[src/rtl/param_up_down_counter.sv]
// Synchronous WIDTH-bit up/down counter modulo MOD, with parallel load, terminal count and a registered wrap pulse.
// Optional macro PARAM_UP_DOWN_COUNTER_SATURATE_EN makes the counter saturate at its ends instead of wrapping.
module param_up_down_counter #(
    parameter int              WIDTH = 8,
    parameter longint unsigned MOD   = 64'd1 << WIDTH
) (
    input  logic             clk,
    input  logic             rst_n,
    input  logic             t,
    input  logic             mode,
    input  logic             load,
    input  logic [WIDTH-1:0] din,
    output logic [WIDTH-1:0] qout,
    output logic             tc,
    output logic             wrap
);

    localparam logic [WIDTH-1:0] TOP     = WIDTH'(MOD - 64'd1);
    localparam logic [WIDTH:0]   TOP_EXT = {1'b0, TOP};
    localparam logic [WIDTH:0]   ONE_EXT = (WIDTH+1)'(1);

    logic [WIDTH:0]   step_ext;
    logic             crossing;
    logic [WIDTH-1:0] q_next;
    logic             wrap_next;

`ifdef PARAM_UP_DOWN_COUNTER_SATURATE_EN
    logic sat_run;
    logic sat_run_next;
`endif

    // The extra bit exposes the borrow below 0; overflow past TOP is a plain compare.
    always_comb begin
        step_ext = mode ? ({1'b0, qout} - ONE_EXT) : ({1'b0, qout} + ONE_EXT);
        crossing = mode ? step_ext[WIDTH] : (step_ext > TOP_EXT);
        tc       = t & (mode ? (qout == '0) : (qout == TOP));
    end

    always_comb begin
        q_next    = qout;
        wrap_next = 1'b0;
`ifdef PARAM_UP_DOWN_COUNTER_SATURATE_EN
        sat_run_next = sat_run;
`endif
        if (load) begin
            q_next = (din > TOP) ? TOP : din;
`ifdef PARAM_UP_DOWN_COUNTER_SATURATE_EN
            sat_run_next = 1'b0;
`endif
        end else if (t) begin
`ifdef PARAM_UP_DOWN_COUNTER_SATURATE_EN
            sat_run_next = crossing;
            if (crossing) begin
                wrap_next = ~sat_run;
            end else begin
                q_next = step_ext[WIDTH-1:0];
            end
`else
            if (crossing) begin
                q_next    = mode ? TOP : '0;
                wrap_next = 1'b1;
            end else begin
                q_next = step_ext[WIDTH-1:0];
            end
`endif
        end
    end

    always_ff @(posedge clk or negedge rst_n) begin
        if (!rst_n) begin
            qout <= '0;
            wrap <= 1'b0;
        end else begin
            qout <= q_next;
            wrap <= wrap_next;
        end
    end

`ifdef PARAM_UP_DOWN_COUNTER_SATURATE_EN
    // Remembers whether the last enabled edge already pushed against a limit.
    always_ff @(posedge clk or negedge rst_n) begin
        if (!rst_n) begin
            sat_run <= 1'b0;
        end else begin
            sat_run <= sat_run_next;
        end
    end
`endif

endmodule

[config.mk]
export PLATFORM = sky130hd
export DESIGN_NAME = param_up_down_counter
export DESIGN_NICKNAME = d
export VERILOG_FILES = /design/src/rtl/param_up_down_counter.sv
export SDC_FILE = /design/constraint.sdc
export NUM_CORES = 1
export LEC_CHECK = 0
export ABC_AREA = 1
export CAP_MARGIN = 40
export CORE_ASPECT_RATIO = 0.9
export CORE_MARGIN = 2
export CORE_UTILIZATION = 50
export CTS_BUF_LIST = sky130_fd_sc_hd__clkbuf_4
export CTS_CLUSTER_SIZE = 20
export DETAILED_ROUTE_END_ITERATION = 10
export PLACE_DENSITY = 0.8
export SYNTH_ARGS = -nofsm -noshare
export SYNTH_HDL_FRONTEND = slang
export SYNTH_SLANG_ARGS = --single-unit
[constraint.sdc]
create_clock -name clk -period 2.5 [get_ports clk]
set_input_delay 0.5 -clock clk [delete_from_list [all_inputs] [get_ports clk]]
set_output_delay 0.5 -clock clk [all_outputs]
set_load 0.01 [all_outputs]
==> run summary <==
Status -> completed
Synthesis-stage register bit count -> 9
Top FF cell, synth -> dfrtp_1
Synth area leader -> nand2_1
Routability cong. -> 0.846
Slowest Stage Delay on Critical Path -> 0.44 ns
Via count -> 1,060
Wire length per cell -> 11.6 um
Routed Antenna Nets -> 0
Fmax -> 0.425 GHz
Worst-Skew Late Latency -> 0.27 ns
Clock skew -> 0.00367 ns
Worst Setup SP -> mode
Ant. Diodes -> 0
Max Cap Viol -> 0
Cells after Synth -> 155
Gr ovfl total -> 0
Initial DRC count -> 43
Longest Clk Path Bufs -> 2
Core Rows -> 15
Die Ht -> 45.6 um
Reg2reg path depth -> 16
Final period util -> 94.2%
Area grow syn2layout -> 40.8%
Average size of a mapped cell -> 6.22 um2
Synth warn -> 0
Post-route DRC -> 0
Reg2reg start -> qout[0]$_DFFE_PN0P_
Post-synthesis async set-or-reset flop share -> 100%
Initial antenna violation count -> 0
Layout Nets -> 215
Setup CP Type -> input pin to flop
Reg2Reg Setup Slack -> 0.44 ns
Clk root buf -> clkbuf_4
Ports -> 23
Min cycle time layout -> 2.35 ns
Vias/cell -> 4.88
Global-route wire length before repair -> 3.89 mm
Clock Sinks -> 9
Worst slew margin -> 71.1%
Top cell type's share of synthesized area -> 24.2%
Synth top cells by count -> 62 x nand2_1, 21 x nor2_1, 16 x inv_1
Comb power frac -> 62.0%
Max-slew violations -> 0
Worst setup SP type -> input pin
Pint -> 513 uW
H-tree Lvls -> 1
PortBufs -> 22
R2R Path End -> qout[4]$_DFFE_PN0P_
Psw -> 379 uW
IR drop worst, VDD -> 0.000514 V
Worst hold path class -> input pin to asynchronous set/reset pin
Sw Ratio -> 42.5%
Clk pwr share -> 14.2%
Final total power -> 892 uW
Post-CTS setup buffer count -> 0
DRT Pass-1 Iters -> 4
HPWL after detailed placement -> 2.04 mm
WP data arrival -> 2.52 ns
Final WL -> 2.51 mm
Synth unique cells -> 24
Cell area after synthesis -> 963 um2
Most frequent CP cell -> nand2_1
Sequential fraction of the synthesis area -> 23.4%
Initial cell density of the core -> 51.9%
CP required -> 2.66 ns
Layout cells sized above 1 -> 17.7%
CP max stage cell -> clkdlybuf4s50_1
Synth area leaders -> nand2_1 24%, dfrtp_1 23%, ha_1 10%
Post-place setup slack -> -0.199 ns
CTS tree -> built
Post-synth EDFFs -> 0
Util after Layout -> 73.0%
Syn Nets -> 177
# setup viols final -> 0
P per Cell Area -> 657 nW/um2
Setup TNS -> 0 ns
Core Box Area -> 1860 um2
Setup slack after layout -> 0.145 ns
Crit path cell chain -> clkdlybuf4s50_1, buf_6, fa_2, nand2_1, nand2_1, nand3_2, nand2_2, nand2_2, nand2_1, nor2_1, nand2_1, nand2_2, nand2_4, nand2_1, nand2_1, nand2_1, nand2_1
Clock transition at path regs -> 0.06 ns
Static Leak -> 0.729 nW
Crit Path Max Fanout -> 9
Reg power frac -> 23.8%
Worst slew pin tran -> 0.432 ns
Setup crit end kind -> flop
Gr usage total -> 23.6%
Count leader, synth -> nand2_1
Die width -> 50.3 um
Vias in the first global route -> 897
Die Area -> 2290 um2
Critical Path Sink -> qout[4]$_DFFE_PN0P_
CTS buffer count -> 3
Pin count of the biggest net entering global routing -> 10
Endpoints failing hold -> 0
## power groups by stage
stage / registers (mW) / logic, mW / clock network [mW]
after floorplan: 0.216 / 0.302 / 0
after global placement: 0.210 / 0.521 / 0
after detailed placement: 0.212 / 0.533 / 0
after CTS: 0.209 / 0.537 / 0.130
after global routing: 0.215 / 0.613 / 0.139
final: 0.212 / 0.553 / 0.127
## placed cells by master, fill, tap and decap left out, types with 2 or more instances in the layout
cell type / n
clkbuf_4: 4
ha_1: 7
nand4_1: 2
buf_4: 11
nor4_1: 2
nand2_1: 62
a22oi_1: 2
nand3_2: 2
nand3b_1: 3
a21oi_1: 2
inv_1: 16
nand2_2: 7
inv_2: 2
dfrtp_1: 9
nor2_1: 21
nand3_1: 6
clkdlybuf4s50_1: 21
## state kept, by name, summed over array words and instances, names as in the netlist
| register | flops |
|---|---|
| qout | 8 |
| wrap | 1 |
## routing by layer
| metal | part of all wire (%) | track usage [%] | vias to the layer above | wire length [um] |
|---|---|---|---|---|
| met5 | 0 | 0 | - | 0 |
| met4 | 1.7 | 11.7 | 0 | 43 |
| met3 | 3.6 | 4.93 | 5 | 90 |
| met2 | 49 | 39.7 | 23 | 1230 |
| met1 | 46 | 29.1 | 475 | 1150 |
| li1 | - | - | 557 | - |
## through the flow
stage	cell area (um2)	hold WS, ns	std cells
floorplan	963	0.204	155
global placement	1300	0.551	213
detailed placement	1300	0.559	213
CTS	1330	0.540	217
global route	1360	0.549	217
finish	1360	0.534	217
## cell type report
cell class,instances,area [um2]
multi-input combinational,125,679
fill,144,502
timing repair buffer,34,313
sequential,9,225
inverter,20,77.6
tap,25,31.3
clock buffer,4,30.0
## cell families after synthesis
logic type | after synthesis | share of synthesized area, %
AND/OR/NAND/NOR | 108 | 49.1
buffers and inverters | 21 | 8.57
adder cells (fa/ha/maj) | 9 | 12.5
flip-flops | 9 | 23.4
AO/OA/AOI/OAI | 7 | 5.58
XOR/XNOR | 1 | 0.909
## worst max-delay path, delay by kind of cell
family / cells / cell delay, ns
buffers and inverters: 2 / 0.60
adder cells (fa/ha/maj): 1 / 0.40
AND/OR/NAND/NOR: 14 / 1.02
## what timing repair did
item / in CTS / in global routing
setup endpoints to repair: 1 / 6
gates resized for setup: 1 / 5
hold buffers: 0 / 0
## worst min-delay path by stage
stage                                    from                  end  slack [ns]  cells past startpoint
after global routing                    rst_n  qout[7]$_DFFE_PN0P_        0.55                      1
final                                   rst_n  qout[6]$_DFFE_PN0P_        0.53                      1
after CTS                               rst_n  qout[6]$_DFFE_PN0P_        0.54                      1
after floorplan                         rst_n  qout[0]$_DFFE_PN0P_        0.20                      0
after detailed placement  qout[2]$_DFFE_PN0P_  qout[2]$_DFFE_PN0P_        0.56                      2
after global placement    qout[2]$_DFFE_PN0P_  qout[2]$_DFFE_PN0P_        0.55                      2
No activity file was read; power rests on OpenSTA's default activity.
